--- src/rtl/code_lock_fsm.sv ---
// Combination-lock sequence checker fed by 4 single-cycle button press pulses.
// Optional macro CODE_LOCK_RELOCK_EN: any press while unlocked relocks immediately.
module code_lock_fsm #(
  parameter int unsigned CODE_LEN       = 4,
  parameter logic [15:0] CODE           = 16'h00E4,
  parameter int unsigned TIMEOUT_CYCLES = 500_000_000,
  parameter int unsigned UNLOCK_CYCLES  = 300_000_000,
  parameter int unsigned MAX_FAILS      = 3,
  parameter int unsigned LOCKOUT_CYCLES = 1_000_000_000
) (
  input  logic       clock,
  input  logic       reset_n,
  input  logic [3:0] btn_pulse,
  output logic       unlocked,
  output logic       alarm,
  output logic       busy,
  output logic [3:0] digit_count,
  output logic [2:0] fail_count,
  output logic       attempt_done,
  output logic [2:0] dbg_state
);

  localparam logic [2:0] S_IDLE     = 3'd0;
  localparam logic [2:0] S_ENTRY    = 3'd1;
  localparam logic [2:0] S_CHECK    = 3'd2;
  localparam logic [2:0] S_UNLOCKED = 3'd3;
  localparam logic [2:0] S_LOCKOUT  = 3'd4;

  localparam logic [15:0] CODE_MASK    = 16'((32'd1 << (2 * CODE_LEN)) - 32'd1);
  localparam logic [3:0]  LEN          = 4'(CODE_LEN);
  localparam logic [2:0]  FAIL_LIMIT   = 3'(MAX_FAILS);
  localparam logic [31:0] TIMEOUT_LAST = 32'(TIMEOUT_CYCLES - 1);
  localparam logic [31:0] UNLOCK_LAST  = 32'(UNLOCK_CYCLES - 1);
  localparam logic [31:0] LOCKOUT_LAST = 32'(LOCKOUT_CYCLES - 1);

  logic [2:0]  state_q, state_d;
  logic [15:0] digits_q, digits_d;
  logic [3:0]  count_q, count_d;
  logic [2:0]  fails_q, fails_d;
  logic        bad_q, bad_d;
  logic [31:0] timer_q, timer_d;
  logic        unlocked_q, alarm_q, busy_q, done_q;

  logic       press;
  logic       one_hot;
  logic [1:0] press_digit;
  logic       code_match;

  assign press      = |btn_pulse;
  assign one_hot    = $onehot(btn_pulse);
  assign code_match = !bad_q && ((digits_q & CODE_MASK) == (CODE & CODE_MASK));

  // Multi-bit presses encode as 3; the sticky bad flag is what forces the failure.
  always_comb begin
    press_digit = 2'd3;
    case (btn_pulse)
      4'b0001: press_digit = 2'd0;
      4'b0010: press_digit = 2'd1;
      4'b0100: press_digit = 2'd2;
      4'b1000: press_digit = 2'd3;
      default: press_digit = 2'd3;
    endcase
  end

  always_comb begin
    state_d  = state_q;
    digits_d = digits_q;
    count_d  = count_q;
    fails_d  = fails_q;
    bad_d    = bad_q;
    timer_d  = timer_q;
    case (state_q)
      S_IDLE: begin
        if (press) begin
          digits_d      = '0;
          digits_d[1:0] = press_digit;
          bad_d         = !one_hot;
          count_d       = 4'd1;
          timer_d       = '0;
          state_d       = (LEN == 4'd1) ? S_CHECK : S_ENTRY;
        end
      end
      S_ENTRY: begin
        // A press on the expiry cycle takes priority over the timeout.
        if (press) begin
          digits_d[{count_q[2:0], 1'b0} +: 2] = press_digit;
          bad_d   = bad_q | !one_hot;
          count_d = count_q + 4'd1;
          timer_d = '0;
          if (count_q + 4'd1 == LEN) state_d = S_CHECK;
        end else if (timer_q == TIMEOUT_LAST) begin
          state_d  = S_IDLE;
          digits_d = '0;
          count_d  = '0;
          bad_d    = 1'b0;
          timer_d  = '0;
        end else begin
          timer_d = timer_q + 32'd1;
        end
      end
      S_CHECK: begin
        digits_d = '0;
        count_d  = '0;
        bad_d    = 1'b0;
        timer_d  = '0;
        if (code_match) begin
          fails_d = '0;
          state_d = S_UNLOCKED;
        end else begin
          fails_d = fails_q + 3'd1;
          state_d = (fails_q + 3'd1 == FAIL_LIMIT) ? S_LOCKOUT : S_IDLE;
        end
      end
      S_UNLOCKED: begin
        if (timer_q == UNLOCK_LAST) begin
          state_d = S_IDLE;
          timer_d = '0;
        end else begin
          timer_d = timer_q + 32'd1;
        end
`ifdef CODE_LOCK_RELOCK_EN
        if (press) begin
          state_d = S_IDLE;
          timer_d = '0;
        end
`endif
      end
      S_LOCKOUT: begin
        if (timer_q == LOCKOUT_LAST) begin
          state_d = S_IDLE;
          fails_d = '0;
          timer_d = '0;
        end else begin
          timer_d = timer_q + 32'd1;
        end
      end
      default: begin
        state_d  = S_IDLE;
        digits_d = '0;
        count_d  = '0;
        bad_d    = 1'b0;
        timer_d  = '0;
      end
    endcase
  end

  // Status flags are registered from the next state so they line up with state_q.
  always_ff @(posedge clock or negedge reset_n) begin
    if (!reset_n) begin
      state_q    <= S_IDLE;
      digits_q   <= '0;
      count_q    <= '0;
      fails_q    <= '0;
      bad_q      <= 1'b0;
      timer_q    <= '0;
      unlocked_q <= 1'b0;
      alarm_q    <= 1'b0;
      busy_q     <= 1'b0;
      done_q     <= 1'b0;
    end else begin
      state_q    <= state_d;
      digits_q   <= digits_d;
      count_q    <= count_d;
      fails_q    <= fails_d;
      bad_q      <= bad_d;
      timer_q    <= timer_d;
      unlocked_q <= (state_d == S_UNLOCKED);
      alarm_q    <= (state_d == S_LOCKOUT);
      busy_q     <= (state_d != S_IDLE);
      done_q     <= (state_d == S_CHECK);
    end
  end

  assign unlocked     = unlocked_q;
  assign alarm        = alarm_q;
  assign busy         = busy_q;
  assign digit_count  = count_q;
  assign fail_count   = fails_q;
  assign attempt_done = done_q;
  assign dbg_state    = state_q;

endmodule

--- config.mk ---
export PLATFORM = sky130hd
export DESIGN_NAME = code_lock_fsm
export DESIGN_NICKNAME = d
export VERILOG_FILES = /design/src/rtl/code_lock_fsm.sv
export SDC_FILE = /design/constraint.sdc
export NUM_CORES = 1
export LEC_CHECK = 0
export CORE_MARGIN = 2
export CORE_UTILIZATION = 61
export DETAILED_ROUTE_END_ITERATION = 16
export HOLD_SLACK_MARGIN = 0.08
export PLACE_DENSITY_LB_ADDON = 0.3
export SLEW_MARGIN = 20
export SYNTH_ARGS = -nofsm -noshare
export SYNTH_HDL_FRONTEND = slang
export SYNTH_SLANG_ARGS = --single-unit
--- constraint.sdc ---
create_clock -name clock -period 6.82 [get_ports clock]
set_input_delay 1.023 -clock clock [delete_from_list [all_inputs] [get_ports clock]]
set_output_delay 1.023 -clock clock [all_outputs]
set_load 0.05 [all_outputs]
==> results of run 1 <==
-- critical path, delay by kind of cell --
kind	cells	cell delay, ns
AO/OA/AOI/OAI	2	0.35
AND/OR/NAND/NOR	4	1.47
buffers and inverters	2	0.58
adder cells (fa/ha/maj)	1	0.21
-- routing by layer --
metal  global-route usage [%]  wire length [um]  share of wire [%]  vias to the layer above
li1                         -                 -                  -                     1259
met1                    33.04              3063                 46                     1291
met2                    40.63              3184                 48                       83
met3                    3.910               299                4.5                        6
met4                    6.727                59               0.89                        0
met5                        0                 0                  0                        -
-- cell usage after synthesis, types with 2 or more instances --
cell type / number / share of area, %
nand4_1: 4 / 0.79
clkbuf_1: 3 / 0.36
o22ai_1: 7 / 1.4
nand2b_1: 4 / 0.79
or2_2: 4 / 0.79
nor4bb_1: 2 / 0.63
buf_6: 2 / 0.71
ha_1: 11 / 4.3
xnor2_1: 8 / 2.2
xor2_1: 13 / 3.6
a22o_1: 8 / 2.2
nand3_1: 20 / 3.2
a21o_1: 2 / 0.47
nor3_1: 10 / 1.6
and3_1: 8 / 1.6
nand2_1: 39 / 4.6
nand4b_1: 2 / 0.55
or3_1: 4 / 0.79
nor3b_1: 3 / 0.71
a21oi_1: 4 / 0.63
nor4b_1: 3 / 0.83
nor2_1: 46 / 5.5
o31ai_1: 2 / 0.47
o21ai_0: 22 / 3.5
and4_1: 2 / 0.55
nor2b_1: 3 / 0.59
nor4_1: 5 / 0.99
and2_1: 4 / 0.79
dfrtp_1: 55 / 43
o211ai_1: 2 / 0.47
o21bai_1: 3 / 0.71
inv_1: 18 / 2.1
-- worst max path at each step --
stage	to	slack, ns	cells after the start
2_1_floorplan	busy	3.83	8
3_3_place_gp	timer_q[2]	3.11	9
3_5_place_dp	timer_q[9]	3.00	9
4_1_cts	timer_q[9]	3.31	9
5_1_grt	timer_q[7]	3.13	9
6_report	timer_q[9]	3.31	9
-- per-stage QoR --
step	area [sq um]	instances	util [%]	setup WS (ns)	total power, mW
detailed placement	3405	429	67.52	2.998	0.9215
finish	3522	437	69.85	3.310	1.138
CTS	3522	437	69.85	3.311	1.141
floorplan	3166	345	-	3.830	0.7903
global route	3522	437	69.85	3.130	1.204
global placement	3405	429	67.52	3.108	0.9094
-- report_power, final --
part	total (mW)	internal [mW]	switching, mW
clock network	0.222	0.119	0.103
registers	0.441	0.381	0.0591
logic	0.476	0.173	0.303
total	1.14	0.674	0.465
-- kinds of logic after synthesis --
family / after synthesis / share of synthesized area, %
and+or+nand+nor: 170 / 27.75
AOI/OAI and AO/OA: 63 / 14.55
DFF: 55 / 43.48
buffers and inverters: 24 / 3.439
xor gates and xnor gates: 21 / 5.810
adders and majority gates: 12 / 4.980
-- cells in the final DEF, fill, tap and decap left out, types with 3 or more instances in the layout --
cell / count
a21oi_1: 4
a22o_1: 8
and2_1: 4
and3_1: 8
clkbuf_8: 6
clkdlybuf4s50_1: 18
dfrtp_1: 55
ha_1: 11
inv_1: 18
nand2_1: 39
nand2b_1: 4
nand3_1: 20
nand4_1: 4
nor2_1: 46
nor2b_1: 3
nor3_1: 10
nor3b_1: 3
nor4_1: 5
nor4b_1: 3
o21ai_0: 22
o21bai_1: 3
o22ai_1: 7
or2_2: 4
or3_1: 4
xnor2_1: 8
xor2_1: 13
-- state kept, by name (all words and copies together) (netlist names), 3 cells and up --
register,cells
fail_count,3
timer_q,32
digits_q,8
digit_count,4
dbg_state,3
-- cell type report --
type	instances	share of cell area [%]
Multi-Input combinational cell	266	47.71
Sequential cell	55	39.08
Timing Repair Buffer	20	5.471
Tap cell	70	2.487
Clock buffer	6	2.345
Inverter	18	1.918
Clock inverter	2	0.9947
==> results_dict.tcl, run 1 <==
set metrics [dict create \
    drive_gt1_share_pct 5.450 \
    status "finished clean" \
    gp_congestion 0.8539 \
    hold_path_class "reg -> reg" \
    clkLatencyLatePin_ns 0.31 \
    crit_path_max_fanout 27 \
    synthCells 345 \
    hold_viol_final 0 \
    worst_path_largest_cell_delay_ns 0.82 \
    placementRows 26 \
    design.die.area_sq_mm 0.005781 \
    fin_skew_ns 0.009518 \
    clk_pin_slew_ns 0.09 \
    ff2ff_path_depth 6 \
    required_ns 6.95 \
    r2r_end "timer_q[9]" \
    synth-edff-count 0 \
    grt_pass1_wl_um 11470 \
    synth-seq-cells 55 \
    path_cells "clkdlybuf4s50_1 -> inv_1 -> ha_1 -> nor3b_1 -> and2_1 -> o31a_1 -> and2_1 -> nor3_4 -> o21ai_0" \
    period_minus_slack_ns 3.510 \
    post-dp-hpwl_um 4643 \
    syn_area_sq_mm 0.003166 \
    setup_tns_ns 0 \
    drc_errors 0 \
    hold_ws_ns 0.5048 \
    arrival_ns 3.64 \
    worstSetupStartpoint "btn_pulse[0]" \
    path_common_cell "and2_1" \
    ios 20 \
    crit_slowest_cell "nor3_4" \
    cts_root_buf "clkbuf_8" \
    whs_endpoint "digits_q[7]" \
    diodes 0 \
    synth-main-ff-cell "dfrtp_1" \
    hp-start "digits_q[7]" \
    first_pass_iters 6 \
    core_sq_mm 0.005042 \
    vias 2639 \
    synth.distinct_cells 54 \
    vdd_drop_max_mv 0.1822 \
    ant_nets 0 \
    cts_tree "yes" \
    grt_max_degree 56 \
    drt-initial-drc-count 216 \
    routed_wl_um 6607 \
    synth_seq_area_share_pct 43.48 \
    crit_type "in -> reg" \
    cts_setup_buffers 0 \
    syn_to_final_growth_pct 11.26 \
    gr-total-overflow 0 \
    clockBufferDepth 2 \
    power_leakage_nw 1.470 \
    clock-sinks 55 \
    regArea_sq_mm 0.001376 \
    cts_hold_buf 0 \
    final_nets 384 \
    worst_pin_slew_ns 1.036 \
    drv_cap 0 \
    die_h_um 76.04 \
    cts_made_buffers 5 \
    max_slew_margin_pct 30.70 \
    port_buffers 19 \
    setup_viol 0 \
    syn_nets 363 \
    slew_violations 0 \
    r2r_setup_slack_ns 3.75 \
    initial_core_util_pct 62.78 \
    gr-usage-all-layers_pct 24.25 \
    multi_input_area_sq_mm 0.001680 \
    rsz0062_at_grt "false" \
    ctsHtreeMaxLevel 2 \
    grt_pass1_vias 2436 \
    critPathLaunchType "input pin" \
    vias_per_cell 6.039 \
    avgSynthCellArea_sq_um 9.175 \
    period_share_pct 51.47 \
    antenna_found_initial 0 \
    ys.warnings.count 0 \
    timing.rr.start "timer_q[12]" \
    crit_path_end_kind "flip-flop" \
    n_fill_cell 386 \
    max_freq_mhz 284.9 \
    p_per_area_mw_per_mm2 323.2 \
    die_w_um 76.04 \
    whs_path_depth 1 \
    postCtsResizedCells 0 \
    synthArstFlopShare_pct 100.0 \
    wire_per_inst_um 15.12 \
]
(Power assumes the default switching activity.)
==> run 2: changes to the inputs <==
--- a/config.mk
+++ b/config.mk
@@ -6,7 +6,7 @@
 export NUM_CORES = 1
 export LEC_CHECK = 0
 export CORE_MARGIN = 2
-export CORE_UTILIZATION = 61
+export CORE_UTILIZATION = 53
 export DETAILED_ROUTE_END_ITERATION = 16
 export HOLD_SLACK_MARGIN = 0.08
 export PLACE_DENSITY_LB_ADDON = 0.3
==> constraint.sdc (replaced) <==
create_clock -name clock -period 3.2 [get_ports clock]
set_input_delay 0.48 -clock clock [delete_from_list [all_inputs] [get_ports clock]]
set_output_delay 0.48 -clock clock [all_outputs]
set_load 0.05 [all_outputs]
==> run 2 against run 1 <==
Effect of this change:
- combinational power rose by 120%
- core utilization fell by 8.8 points
- cell count is 2.5% higher
- register-to-register slack worse by 3.1 ns
- sequential share of layout area down 0.52 points
- critical path depth shrank 2
- first-iteration DRC count down 4.2%
- worst hold slack worse by 0.33 ns
- sequential cell count did not move
- worst setup slack lost 2.6 ns
- die area increased by 14%
- clock power rose by 100%
- largest cell class unchanged
- largest power group unchanged
==> results_dict.tcl, run 2 (same netlist as run 1, synthesis figures left out) <==
set metrics [dict create \
    clkLatencyLatePin_ns 0.31 \
    p_per_area_mw_per_mm2 685.6 \
    hold_viol_final 0 \
    cts_tree "yes" \
    ff2ff_path_depth 7 \
    initial_core_util_pct 54.11 \
    setup_tns_ns 0 \
    port_buffers 19 \
    path_cells "nor4b_1 -> nand3_1 -> o41ai_4 -> o22ai_4 -> nor3_4 -> buf_4 -> o32ai_1" \
    status "finished clean" \
    place_area_sq_mm 0.003463 \
    gr-total-overflow 0 \
    final_cell_mix "dfrtp_1, nor2_1, nand2_1" \
    gp_congestion 0.8276 \
    crit_path_end_kind "flip-flop" \
    grt_pass1_wl_um 11500 \
    routed_wl_um 6859 \
    placementRows 28 \
    worstSetupStartpoint "timer_q[10]" \
    slew_violations 0 \
    max_freq_mhz 395.5 \
    regArea_sq_mm 0.001376 \
    design.die.area_sq_mm 0.006607 \
    postCtsResizedCells 0 \
    final_nets 391 \
    crit_type "reg -> reg" \
    drv_cap 0 \
    post-dp-hpwl_um 5056 \
    clk_pin_slew_ns 0.10 \
    period_share_pct 79.02 \
    r2r_setup_slack_ns 0.67 \
    first_pass_iters 4 \
    layout_commonest_cell "dfrtp_1" \
    final_cell_area_sq_mm 0.003570 \
    crit_slowest_cell "o41ai_4" \
    vias 2615 \
    antenna_found_initial 0 \
    hold_path_class "in -> async" \
    clockBufferDepth 2 \
    ctsHtreeMaxLevel 2 \
    ios 20 \
    grt_max_degree 30 \
    utilization_pct 61.01 \
    die_w_um 81.29 \
    fin_skew_ns 0.01140 \
    power_mw 2.447 \
    required_ns 3.39 \
    largest-register "timer_q" \
    cts_hold_buf 0 \
    power_leakage_nw 1.493 \
    diodes 0 \
    rsz0062_at_grt "false" \
    grt_pass1_vias 2431 \
    largest_reg_flops 32 \
    drc_errors 0 \
    timing.rr.start "timer_q[10]" \
    multi_input_area_sq_mm 0.001680 \
    cts_setup_buffers 0 \
    syn_to_final_growth_pct 12.77 \
    vdd_drop_max_mv 0.5301 \
    drive_gt1_share_pct 6.971 \
    worst_pin_slew_ns 0.6252 \
    critPathLaunchType "flip-flop" \
    worst_path_largest_cell_delay_ns 0.52 \
    period_minus_slack_ns 2.529 \
    clock-sinks 55 \
    arrival_ns 2.72 \
    cts_made_buffers 5 \
    setup_viol 0 \
    max_slew_margin_pct 58.32 \
    ant_nets 0 \
    drt-initial-drc-count 207 \
    die_h_um 81.29 \
    wire_per_inst_um 15.31 \
    vias_per_cell 5.837 \
    crit_path_max_fanout 27 \
    gr-usage-all-layers_pct 22.31 \
    cts_root_buf "clkbuf_8" \
    core_sq_mm 0.005851 \
    n_fill_cell 499 \
    r2r_end "timer_q[2]" \
]
## run 2: cell count changes in the layout (fill, tap and decap cells not counted), sizes merged
cell,delta
clkinv,-1
buf,+7
clkbuf,-1
clkinvlp,+1
## run 2: critical path, delay by kind of cell (launching register included)
family | cells | cell delay (ns)
AO/OA/AOI/OAI | 3 | 0.84
flip-flops | 1 | 0.45
buffers and inverters | 1 | 0.31
AND/OR/NAND/NOR | 3 | 0.79
## run 2: metrics by stage
stage / hold slack [ns] / setup slack, ns / std cells
finish: 0.1735 / 0.6715 / 448
global route: 0.2325 / 0.4403 / 448
CTS: 0.1998 / 0.6902 / 448
detailed placement: 0.4942 / 0.3749 / 441
global placement: 0.4901 / 0.4161 / 441
floorplan: 0.1844 / 0.7532 / 345
## run 2: layout make-up
class                   instances  area share (%)
well taps                      75           2.629
multi-input cells             266           47.07
repair buffers                 27           6.870
inverters                      18           1.893
clock inverters                 2           1.052
clock buffers                   5           1.928
flip-flops and latches         55           38.56
## run 2: worst max path at each step
stage	to	slack, ns
floorplan	busy	0.75
global placement	timer_q[2]	0.42
detailed placement	timer_q[7]	0.37
CTS	timer_q[7]	0.69
global route	timer_q[2]	0.44
finish	timer_q[2]	0.67
## run 2: where the power goes
part	switching [mW]	internal [mW]
Combinational	0.651	0.398
Clock	0.222	0.229
Sequential	0.134	0.813
Total	1.01	1.44
## run 2: layer usage
metal,GRT usage (%),vias to the layer above,routed length (um)
met4,4.915,0,45
met5,0,-,0
met2,35.74,57,3306
met1,31.72,1275,3209
met3,3.778,6,298
li1,-,1277,-
==> run 3: changes to the inputs <==
--- a/config.mk
+++ b/config.mk
@@ -6,7 +6,7 @@
 export NUM_CORES = 1
 export LEC_CHECK = 0
 export CORE_MARGIN = 2
-export CORE_UTILIZATION = 53
+export CORE_UTILIZATION = 59
 export DETAILED_ROUTE_END_ITERATION = 16
 export HOLD_SLACK_MARGIN = 0.08
 export PLACE_DENSITY_LB_ADDON = 0.3
==> constraint.sdc (replaced) <==
create_clock -name clock -period 2.6 [get_ports clock]
set_input_delay 0.39 -clock clock [delete_from_list [all_inputs] [get_ports clock]]
set_output_delay 0.39 -clock clock [all_outputs]
set_load 0.05 [all_outputs]
==> run 3 against run 2 <==
Effect of this change:
- worst hold slack better by 0.34 ns
- cell area increased by 3.6%
- core utilization rose by 11 points
- first-iteration DRC count shrank 19%
- sequential cell count did not move
- clock-buffer cell count rose by 3
- maximum frequency is 4.5% higher
- wire length is 2.7% higher
- die area down 9.7%
==> results_dict.tcl, run 3 (same netlist as run 1, synthesis figures left out) <==
set metrics [dict create \
    status "finished clean" \
    cts_made_buffers 5 \
    place_ws_ns -0.03266 \
    vias_per_cell 5.777 \
    gr-usage-all-layers_pct 25.56 \
    antenna_found_initial 0 \
    layout_commonest_cell "dfrtp_1" \
    grt_pass1_wl_um 12320 \
    power_leakage_nw 1.587 \
    ant_nets 0 \
    cp.depth 9 \
    port_buffers 19 \
    post-dp-hpwl_um 5423 \
    final_nets 408 \
    timing.rr.start "timer_q[0]" \
    clockBufferDepth 2 \
    die_w_um 77.25 \
    cts_root_buf "clkbuf_8" \
    r2r_setup_slack_ns 0.18 \
    cts_tree "yes" \
    crit_path_max_fanout 24 \
    crit_path_end_kind "flip-flop" \
    gr-total-overflow 0 \
    final_cell_mix "dfrtp_1, nor2_1, nand2_1" \
    clk_pin_slew_ns 0.09 \
    syn_to_final_growth_pct 16.88 \
    regArea_sq_mm 0.001376 \
    drc_errors 0 \
    endpoint "timer_q[18]" \
    clock-sinks 55 \
    initial_core_util_pct 61.59 \
    largest-register "timer_q" \
    ff2ff_path_depth 9 \
    period_minus_slack_ns 2.420 \
    period_share_pct 93.06 \
    fin_ws_ns 0.1804 \
    vdd_drop_max_mv 0.6067 \
    finalNonFillerCells 461 \
    max_slew_margin_pct 65.61 \
    fin_skew_ns 0.004732 \
    largest_reg_flops 32 \
    crit_slowest_cell "o41ai_4" \
    rsz0062_at_grt "false" \
    die_h_um 77.25 \
    hold_ws_ns 0.5149 \
    setup_viol 0 \
    multi_input_area_sq_mm 0.001680 \
    dp_cells 452 \
    worstSetupStartpoint "timer_q[0]" \
    core_sq_mm 0.005140 \
    crit_type "reg -> reg" \
    grt_max_degree 25 \
    clkLatencyLatePin_ns 0.30 \
    drv_cap 0 \
    vias 2663 \
    max_freq_mhz 413.3 \
    hold_viol_final 0 \
    r2r_end "timer_q[18]" \
    gp_congestion 0.8849 \
    hold_path_class "in -> async" \
    routed_wl_um 7043 \
    first_pass_iters 4 \
    drt-initial-drc-count 168 \
    drive_gt1_share_pct 10.74 \
    ios 20 \
    power_mw 3.015 \
    worst_pin_slew_ns 0.5112 \
    worst_path_dominant_cell_family "compound AO/OA/AOI/OAI gates" \
    placementRows 26 \
    diodes 0 \
    cp_num_buf_inv 2 \
    n_fill_cell 407 \
    path_cells "ha_1 -> and3_1 -> nand3_1 -> o41ai_4 -> o22ai_4 -> nor3_4 -> buf_12 -> buf_4 -> nor2_1" \
    critPathLaunchType "flip-flop" \
    p_per_area_mw_per_mm2 815.0 \
    wire_per_inst_um 15.28 \
    worst_path_largest_cell_delay_ns 0.50 \
    cts_setup_buffers 0 \
    slew_violations 0 \
    design.die.area_sq_mm 0.005968 \
    arrival_ns 2.62 \
    grt_pass1_vias 2694 \
    ctsHtreeMaxLevel 2 \
    required_ns 2.80 \
]
[run 3: changes by cell type in the layout (fill, tap and decap cells not counted), sizes merged]
cell / previous run / this run
dlygate4sd3: 0 / 1
buf: 9 / 25
clkbuf: 5 / 8
clkinvlp: 1 / 0
bufinv: 1 / 0
[run 3: area by class of cell]
cell class              instances  share of cell area, %
repair buffers                 44                  10.48
clock buffers                   8                  2.705
well taps                      70                  2.367
multi-input cells             266                  45.42
inverters                      18                  1.826
flip-flops and latches         55                  37.20
[run 3: worst min-delay path by stage]
stage / end / slack, ns / cells after the start
6_report: timer_q[25] / 0.51 / 2
3_3_place_gp: timer_q[25] / 0.32 / 1
2_1_floorplan: alarm / 0.09 / 0
5_1_grt: timer_q[9] / 0.53 / 2
4_1_cts: timer_q[9] / 0.52 / 2
3_5_place_dp: timer_q[25] / 0.32 / 1
[run 3: per-stage QoR]
step / setup TNS [ns] / area, sq um / util, %
finish: 0 / 3700 / 71.98
global route: 0 / 3700 / 71.98
CTS: 0 / 3700 / 71.98
detailed placement: -0.1503 / 3590 / 69.84
global placement: 0 / 3590 / 69.84
floorplan: 0 / 3166 / -
[run 3: worst reg2reg max path, stage by stage (launching register included)]
cell	delay [ns]
dfrtp_1	0.43
ha_1	0.25
and3_1	0.20
nand3_1	0.17
o41ai_4	0.50
o22ai_4	0.18
nor3_4	0.22
buf_12	0.19
buf_4	0.14
nor2_1	0.04
[run 3: what timing repair did]
item / CTS / global route
hold buffers: 1 / 0
resized for setup: 0 / 0
hold endpoints to repair: 13 / 0
endpoints found under the setup margin: 0 / 0
[run 3: routing by layer]
metal  up-vias  part of all wire [%]  track usage, %
li1       1315                     -               -
met1      1283                    47           34.70
met2        54                    49           42.09
met3        11                   3.2           3.412
met4         0                   1.7           9.107
met5         -                     0               0
[run 3: power by group]
| part | total (mW) | internal [mW] | switching [mW] |
|---|---|---|---|
| logic | 1.34 | 0.526 | 0.818 |
| clock network | 0.508 | 0.244 | 0.264 |
| registers | 1.16 | 1.00 | 0.164 |
